`src/rtl/fibonacci_bcd_display_if.sv`:
```
// Sample handshake between the series generator and the BCD display.
// The master drives value/valid; the slave answers with ready.
interface fibonacci_bcd_display_if #(
  parameter int WIDTH = 16
);
  logic [WIDTH-1:0] in_value;
  logic             in_valid;
  logic             in_ready;

  modport master (
    output in_value,
    output in_valid,
    input  in_ready
  );

  modport slave (
    input  in_value,
    input  in_valid,
    output in_ready
  );
endinterface

```
`src/rtl/fibonacci_bcd_display.sv`:
```
// Binary-to-BCD (double-dabble) converter feeding a multiplexed
// active-low seven-segment display with leading-zero blanking.
module fibonacci_bcd_display #(
  parameter int WIDTH    = 16,
  parameter int DIGITS   = 5,
  parameter int SCAN_DIV = 1000,
  parameter int BLANK_LZ = 1
) (
  input  logic                  clk,
  input  logic                  reset_n,
  fibonacci_bcd_display_if.slave in_bus,
  output logic [4*DIGITS-1:0]   bcd_out,
  output logic                  bcd_valid,
  output logic [6:0]            seg_n,
  output logic [DIGITS-1:0]     an_n
);

  localparam int CW = $clog2(WIDTH + 1);
  localparam int PW = $clog2(SCAN_DIV + 1);
  localparam int IW = (DIGITS > 1) ? $clog2(DIGITS) : 1;

  typedef enum logic [1:0] {
    IDLE,
    SHIFT,
    DONE
  } state_t;

  state_t              state;
  state_t              state_nx;
  logic [WIDTH-1:0]    sr;
  logic [4*DIGITS-1:0] scratch;
  logic [4*DIGITS-1:0] adj;
  logic [CW-1:0]       cnt;
  logic                accept;

  assign in_bus.in_ready = (state == IDLE);
  assign accept = in_bus.in_valid && (state == IDLE);

  always_comb begin
    state_nx = state;
    unique case (state)
      IDLE:    if (in_bus.in_valid) state_nx = SHIFT;
      SHIFT:   if (cnt == CW'(1)) state_nx = DONE;
      DONE:    state_nx = IDLE;
      default: state_nx = IDLE;
    endcase
  end

  always_ff @(posedge clk or negedge reset_n) begin
    if (!reset_n) state <= IDLE;
    else          state <= state_nx;
  end

  // Nibbles >= 5 become >= 8 after +3, so the shift carries into the next digit.
  always_comb begin
    adj = scratch;
    for (int i = 0; i < DIGITS; i++) begin
      if (scratch[4*i +: 4] >= 4'd5)
        adj[4*i +: 4] = scratch[4*i +: 4] + 4'd3;
    end
  end

  always_ff @(posedge clk or negedge reset_n) begin
    if (!reset_n) begin
      sr        <= '0;
      scratch   <= '0;
      cnt       <= '0;
      bcd_out   <= '0;
      bcd_valid <= 1'b0;
    end else begin
      bcd_valid <= (state == DONE);
      if (accept) begin
        sr      <= in_bus.in_value;
        scratch <= '0;
        cnt     <= CW'(WIDTH);
      end else if (state == SHIFT) begin
        scratch <= {adj[4*DIGITS-2:0], sr[WIDTH-1]};
        sr      <= sr << 1;
        cnt     <= cnt - CW'(1);
      end else if (state == DONE) begin
        bcd_out <= scratch;
      end
    end
  end

  logic [PW-1:0]     pre;
  logic [IW-1:0]     idx;
  logic              tc;
  logic [DIGITS-1:0] blank;
  logic [DIGITS-1:0] an_nx;
  logic [3:0]        nib;
  logic              nib_blank;
  logic              zero_above;
  logic [6:0]        seg_nx;

  assign tc = (pre == PW'(SCAN_DIV - 1));

  function automatic logic [6:0] decode(input logic [3:0] d);
    case (d)
      4'd0:    decode = 7'b1000000;
      4'd1:    decode = 7'b1111001;
      4'd2:    decode = 7'b0100100;
      4'd3:    decode = 7'b0110000;
      4'd4:    decode = 7'b0011001;
      4'd5:    decode = 7'b0010010;
      4'd6:    decode = 7'b0000010;
      4'd7:    decode = 7'b1111000;
      4'd8:    decode = 7'b0000000;
      4'd9:    decode = 7'b0010000;
      default: decode = 7'h7F;
    endcase
  endfunction

  // A digit is blank when it and every digit above it are zero.
  always_comb begin
    blank      = '0;
    zero_above = 1'b1;
    for (int i = DIGITS - 1; i >= 1; i--) begin
      zero_above = zero_above && (bcd_out[4*i +: 4] == 4'd0);
      blank[i]   = zero_above;
    end
    nib       = '0;
    nib_blank = 1'b0;
    an_nx     = '1;
    for (int i = 0; i < DIGITS; i++) begin
      if (idx == IW'(i)) begin
        nib       = bcd_out[4*i +: 4];
        nib_blank = blank[i];
        an_nx[i]  = 1'b0;
      end
    end
    seg_nx = decode(nib);
    if ((BLANK_LZ != 0) && nib_blank) seg_nx = 7'h7F;
  end

  always_ff @(posedge clk or negedge reset_n) begin
    if (!reset_n) begin
      pre   <= '0;
      idx   <= '0;
      an_n  <= '1;
      seg_n <= 7'h7F;
    end else if (tc) begin
      pre   <= '0;
      idx   <= (idx == IW'(DIGITS - 1)) ? '0 : idx + IW'(1);
      an_n  <= an_nx;
      seg_n <= seg_nx;
    end else begin
      pre <= pre + PW'(1);
    end
  end

endmodule

```
`src/flat_wrapper.sv`:
```
// flat-port wrapper written by rule: the top's interface ports become plain ports
module fibonacci_bcd_display_flat 
#(
  parameter int WIDTH    = 16,
  parameter int DIGITS   = 5,
  parameter int SCAN_DIV = 1000,
  parameter int BLANK_LZ = 1
)
  (clk, reset_n, bcd_out, bcd_valid, seg_n, an_n, in_bus_in_value, in_bus_in_valid, in_bus_in_ready);
  fibonacci_bcd_display_if #(.WIDTH(WIDTH)) in_bus_i ();
  input  logic clk;
  input  logic reset_n;
  output logic [4*DIGITS-1:0] bcd_out;
  output logic bcd_valid;
  output logic [6:0] seg_n;
  output logic [DIGITS-1:0] an_n;
  input wire logic [$bits(in_bus_i.in_value)-1:0] in_bus_in_value;
  input wire logic [$bits(in_bus_i.in_valid)-1:0] in_bus_in_valid;
  output wire logic [$bits(in_bus_i.in_ready)-1:0] in_bus_in_ready;
  assign in_bus_i.in_value = in_bus_in_value;
  assign in_bus_i.in_valid = in_bus_in_valid;
  assign in_bus_in_ready = in_bus_i.in_ready;
  fibonacci_bcd_display #(.WIDTH(WIDTH), .DIGITS(DIGITS), .SCAN_DIV(SCAN_DIV), .BLANK_LZ(BLANK_LZ)) u_core (.clk(clk), .reset_n(reset_n), .in_bus(in_bus_i), .bcd_out(bcd_out), .bcd_valid(bcd_valid), .seg_n(seg_n), .an_n(an_n));
endmodule
```
`config.mk`:
```
export PLATFORM = sky130hd
export DESIGN_NAME = fibonacci_bcd_display_flat
export DESIGN_NICKNAME = d
export VERILOG_FILES = /design/src/rtl/fibonacci_bcd_display_if.sv /design/src/rtl/fibonacci_bcd_display.sv /design/src/flat_wrapper.sv
export SDC_FILE = /design/constraint.sdc
export NUM_CORES = 1
export LEC_CHECK = 0
export ABC_AREA = 1
export BUFFER_PORTS_ARGS = -buffer_cell sky130_fd_sc_hd__buf_2
export CAP_MARGIN = 15
export CORE_UTILIZATION = 44
export DETAILED_ROUTE_END_ITERATION = 8
export PLACE_DENSITY = 0.65
export SKIP_CTS_REPAIR_TIMING = 1
export SYNTH_ARGS = -nofsm -noshare
export SYNTH_HDL_FRONTEND = slang
export SYNTH_SLANG_ARGS = --single-unit
export TNS_END_PERCENT = 1
```
`constraint.sdc`:
```
create_clock -name clk -period 1.9 [get_ports clk]
set_clock_uncertainty 0.15 [all_clocks]
set_input_delay 0.095 -clock clk [delete_from_list [all_inputs] [get_ports clk]]
set_output_delay 0.095 -clock clk [all_outputs]
set_load 0.1 [all_outputs]
```
==> results_dict.tcl, run 1 <==
set metrics [dict create \
    status "complete, but fails checks" \
    violations "negative setup slack" \
    grt_pass1_vias 3718 \
    final_cells 771 \
    start_util 0.459 \
    die_w_um 104 \
    clk_pin_slew_ns 0.10 \
    syn_area_sq_um 4550 \
    wirelength_mm 10.2 \
    coreArea_sq_um 9910 \
    leakagePower_nw 2.77 \
    total_power_mw 8.78 \
    nNetsFinal 671 \
    synth_top_flop_cell "dfrtp_1" \
    async_flop_share 1.00 \
    io_pins 53 \
    synth-seq-cells 89 \
    grt_pass1_wl_mm 17.3 \
    area_growth_pct 25.0 \
    antenna_left 0 \
    h-tree-depth 3 \
    tns_ns -0.417 \
    critical_path_class "register to register" \
    path_common_cell "nand2_1" \
    dpl.cell_count 736 \
    synth_nets 577 \
    cts.sinks 89 \
    end_kind "register" \
    cts_tree "yes" \
    grt_max_degree 36 \
    io_buffer_count 52 \
    drc 0 \
    layout_setup_ws_ns -0.126 \
    yosys_warnings 0 \
    startpoint_type "register" \
    required_ns 2.06 \
    max_stage_delay_ns 0.45 \
    slew_headroom 0.593 \
    maxCapViolations 0 \
    pre_cts_slack_ns -0.152 \
    avgSynthCellArea_sq_um 8.45 \
    p_per_area_nw_per_um2 1540 \
    timing.fmax_ghz 0.494 \
    synth_edf_count 0 \
    netlist_instances 539 \
    hold_viol 0 \
    die_y_um 104 \
    routabilityCongestion 0.847 \
    crit_chain "ha_2, ha_4, inv_4, o21ai_1, inv_1, nand2_2, nand2_1, nand2_2, ha_4, inv_2, nand2_1, nand2_1, nand2_1, a21oi_2" \
    setup_viol 6 \
    vias_per_cell 4.97 \
    worstPathArrival_ns 2.19 \
    diodes 0 \
    finalCriticalPeriod_ns 2.03 \
    die-area_sq_um 10800 \
    synth-seq-area-share 0.492 \
    firstDrtPassIters 4 \
    critPathMaxFanout 6 \
    drt_iter0_markers 144 \
    numCtsBuffers 9 \
    vias 3832 \
    fin_crit_sh 1.07 \
    whs_ns 0.00680 \
    ir_drop_v 0.000918 \
    placed_cell_area_sq_um 5240 \
    cts_buffer_depth 2 \
    design_area_sq_um 5690 \
    worst_pin_slew_ns 0.610 \
    grt.overflow.total 0 \
    slew_viol_final 0 \
    synth.distinct_cells 40 \
    clk_latency_ns 0.36 \
    antenna_found_initial 0 \
    utilization 0.574 \
    track_usage 0.199 \
    dp_hpwl_mm 7.28 \
    rsz0062_at_grt "yes" \
    most-common-layout-cells "nand2_1 (103), inv_1 (74), dfrtp_1 (65), o21ai_0 (52), buf_2 (51)" \
    avgRoutedWirePerCell_um 13.3 \
    hp-class "input port to asynchronous set/reset pin" \
    slowest_stage "dfrtp_1" \
    cts-root-buf "clkbuf_8" \
    rows 36 \
    final_common_cell "nand2_1" \
    drive_gt1_frac 0.284 \
]
-- critical path: cells and delay by family (launching register included) --
kind	cells	cell delay, ns
fa+ha+maj	3	0.63
flops	1	0.45
simple gates	6	0.35
buf+inv	3	0.20
compound gates	2	0.17
-- sequential cells by signal, summed over array words and instances (netlist names), 2 cells and up --
name and flops:
u_core.an_n 5, u_core.bcd_out 20, u_core.cnt 5, u_core.idx 3, u_core.pre 10, u_core.scratch 20, u_core.seg_n 7, u_core.sr 16
u_core.state 2
-- path summary, 6_finish.rpt --
path / from / to / slack (ns) / cells after the start
hold reg to reg: u_core.pre[0] / u_core.pre[0] / 0.32 / 1
max in group asynchronous: reset_n / u_core.seg_n[4] / 0.93 / 3
setup / recovery: u_core.idx[0] / u_core.seg_n[3] / -0.13 / 14
setup reg to reg: u_core.idx[0] / u_core.seg_n[3] / -0.13 / 14
min in group clk: u_core.pre[0] / u_core.pre[0] / 0.32 / 1
hold / removal: reset_n / u_core.bcd_out[2] / 0.007 / 2
-- cells by family (layout without fill, tap and decap cells) --
kind of cell | count (synthesis) | after routing | share of synthesized area
buf+inv | 106 | 205 | 0.0899
fa+ha+maj | 19 | 19 | 0.0522
flops | 89 | 89 | 0.492
compound gates | 110 | 110 | 0.152
simple gates | 209 | 209 | 0.202
xor+xnor | 6 | 6 | 0.0115
-- cells in the mapped netlist (3+ instances only) --
master	number	area share
nand2_1	110	0.091
inv_1	80	0.066
dfrtp_1	77	0.42
o21ai_0	52	0.057
nor2_1	46	0.038
nand3_1	25	0.027
ha_1	19	0.052
o221ai_1	13	0.025
dfstp_2	12	0.069
inv_2	10	0.0082
nand2_2	10	0.014
o22ai_1	8	0.011
a21oi_2	7	0.013
clkbuf_1	7	0.0058
a21oi_1	6	0.0066
o21ai_1	6	0.0066
o32ai_1	6	0.012
xor2_1	6	0.012
nor2_2	5	0.0069
nor3_1	4	0.0044
buf_2	3	0.0033
o21ai_2	3	0.0058
-- routing by layer --
| metal | vias to the layer above | global-route usage | share of wire |
|---|---|---|---|
| met1 | 1806 | 0.261 | 0.47 |
| met4 | 0 | 0.0857 | 0.022 |
| met5 | - | 0 | 0 |
| met3 | 21 | 0.0308 | 0.034 |
| li1 | 1930 | - | - |
| met2 | 75 | 0.326 | 0.47 |
-- where the power goes --
| group | internal, mW | leakage [nW] | total (mW) | switching [mW] |
|---|---|---|---|---|
| Clock | 0.657 | 0.101 | 1.38 | 0.727 |
| Combinational | 1.26 | 1.60 | 4.44 | 3.18 |
| Sequential | 2.53 | 1.07 | 2.95 | 0.425 |
-- area by class of cell --
| type | count | area (sq um) |
|---|---|---|
| Clock buffer | 11 | 141 |
| Clock inverter | 5 | 63.8 |
| Fill cell | 885 | 4220 |
| Inverter | 93 | 367 |
| Multi-Input combinational cell | 344 | 2030 |
| Sequential cell | 89 | 2260 |
| Tap cell | 133 | 166 |
| Timing Repair Buffer | 96 | 667 |
Power figures use the tool's default switching activity.
==> run 2, diff against run 1 <==
--- a/config.mk
+++ b/config.mk
@@ -11,2 +11,3 @@
 export CORE_UTILIZATION = 44
+export CTS_BUF_LIST = sky130_fd_sc_hd__clkbuf_4
 export DETAILED_ROUTE_END_ITERATION = 8
==> constraint.sdc (replaced) <==
create_clock -name clk -period 1.9 [get_ports clk]
set_clock_uncertainty 0.15 [all_clocks]
set_input_delay 0.285 -clock clk [delete_from_list [all_inputs] [get_ports clk]]
set_output_delay 0.285 -clock clk [all_outputs]
set_load 0.1 [all_outputs]
==> run 2 against run 1 <==
Clock-buffer cell count fell by 1. Cell area rose by 0.64%. The flow still finishes with violations (negative setup slack). Highest routed layer unchanged. First-iteration DRC count fell by 18%. Total power fell by 1.8%. Clock power fell by 12%. Flip-flop and latch count did not move.
==> results_dict.tcl, run 2 (synthesis gave the netlist of run 1 again) <==
set metrics [dict create \
    status "complete, but fails checks" \
    violations "negative setup slack" \
    finalCriticalPeriod_ns 2.09 \
    drive_gt1_frac 0.298 \
    max_stage_delay_ns 0.45 \
    nNetsFinal 677 \
    hold_viol 0 \
    leakagePower_nw 2.78 \
    ir_drop_v 0.00115 \
    vias 3814 \
    crit_chain "ha_2, ha_4, inv_4, nor2_1, nor2_1, nand2_2, nand2_2, ha_4, inv_2, nand2_1, nand2_1, nand2_1, a21oi_2" \
    clk_pin_slew_ns 0.15 \
    fin_crit_sh 1.10 \
    drt_iter0_markers 118 \
    cts-root-buf "clkbuf_4" \
    clk_latency_ns 0.43 \
    critPathMaxFanout 7 \
    nFillCells 911 \
    numCtsBuffers 9 \
    tns_ns -0.767 \
    end_kind "register" \
    slew_headroom 0.575 \
    avgRoutedWirePerCell_um 12.9 \
    timing.fmax_ghz 0.479 \
    r2r_slack_ns -0.19 \
    final_common_cell "nand2_1" \
    hp-class "input port to asynchronous set/reset pin" \
    critical_path_class "register to register" \
    die_y_um 104 \
    setup_viol 6 \
    vias_per_cell 4.91 \
    drc 0 \
    grt_pass1_wl_mm 17.1 \
    p_per_area_nw_per_um2 1500 \
    cts.sinks 89 \
    slowest_stage "dfrtp_1" \
    maxCapViolations 0 \
    die-area_sq_um 10800 \
    cts_tree "yes" \
    required_ns 2.13 \
    routabilityCongestion 0.851 \
    die_w_um 104 \
    path_common_cell "nand2_1" \
    h-tree-depth 3 \
    antenna_found_initial 0 \
    startpoint_type "register" \
    cts_buffer_depth 2 \
    io_pins 53 \
    area_growth_pct 25.8 \
    coreArea_sq_um 9910 \
    regArea_sq_um 2260 \
    layout_setup_ws_ns -0.187 \
    antenna_left 0 \
    worstPathArrival_ns 2.31 \
    worst_pin_slew_ns 0.637 \
    most-common-layout-cells "nand2_1 (101), inv_1 (74), dfrtp_1 (65), o21ai_0 (52), buf_2 (47)" \
    multi_input_comb_area_sq_um 2050 \
    grt.overflow.total 0 \
    dp_hpwl_mm 7.17 \
    slew_viol_final 0 \
    rows 36 \
    grt_max_degree 37 \
    reg.largest.list "u_core.bcd_out x20, u_core.scratch x20, u_core.sr x16" \
    firstDrtPassIters 4 \
    start_util 0.459 \
    io_buffer_count 52 \
    grt_pass1_vias 3759 \
    total_power_mw 8.61 \
    diodes 0 \
    wirelength_mm 10.1 \
    track_usage 0.196 \
    rsz0062_at_grt "yes" \
]
-- run 2: cell count changes in the layout (fill, tap and decap cells not counted), moves of 2 or more --
cell / delta
nand3_2: +2
clkbuf_4: +14
nand2_1: -2
nand3_1: -3
nand2_2: +3
clkbuf_8: -10
buf_4: +6
buf_2: -4
-- run 2: where the power goes --
| part | internal, mW | switching, mW | total, mW |
|---|---|---|---|
| Sequential | 2.53 | 0.426 | 2.95 |
| Clock | 0.556 | 0.665 | 1.22 |
| Combinational | 1.29 | 3.15 | 4.44 |
| Total | 4.37 | 4.24 | 8.61 |
-- run 2: worst paths after layout --
kind / start / cells past startpoint / endpoint
setup / recovery: u_core.idx[0] / 13 / u_core.seg_n[3]
hold / removal: reset_n / 2 / u_core.scratch[19]
setup reg to reg: u_core.idx[0] / 13 / u_core.seg_n[3]
hold reg to reg: u_core.pre[0] / 1 / u_core.pre[0]
max in group asynchronous: reset_n / 3 / u_core.bcd_out[9]
min in group clk: u_core.pre[0] / 1 / u_core.pre[0]
-- run 2: worst max-delay path, delay by kind of cell, from the launching register on --
| family | cells | cell delay (ns) |
|---|---|---|
| and+or+nand+nor | 7 | 0.61 |
| adders and majority gates | 3 | 0.59 |
| DFF | 1 | 0.45 |
| buffers and inverters | 2 | 0.13 |
| AOI/OAI and AO/OA | 1 | 0.12 |
-- run 2: final cells by class --
class / count / area share
sequential: 89 / 0.395
clock inverter: 6 / 0.0157
clock buffer: 10 / 0.0131
tap: 133 / 0.0291
multi-input combinational: 344 / 0.357
inverter: 93 / 0.0640
timing repair buffer: 102 / 0.126
-- run 2: metrics by stage --
step / instances / instance area [sq um] / utilization / setup slack, ns / hold WS (ns)
floorplan: 539 / 4660 / - / -0.0728 / -0.161
global placement: 738 / 5260 / 0.530 / -0.0849 / 0.120
detailed placement: 738 / 5260 / 0.530 / -0.115 / 0.123
CTS: 754 / 5420 / 0.547 / -0.144 / -0.376
global route: 777 / 5730 / 0.578 / -0.320 / 0.182
finish: 777 / 5730 / 0.578 / -0.187 / 0.181
-- run 2: per-layer routing --
| layer | up-vias | GRT usage | part of all wire |
|---|---|---|---|
| li1 | 1950 | - | - |
| met1 | 1784 | 0.258 | 0.47 |
| met2 | 72 | 0.325 | 0.49 |
| met3 | 8 | 0.0396 | 0.031 |
| met4 | 0 | 0.0602 | 0.011 |
| met5 | - | 0 | 0 |
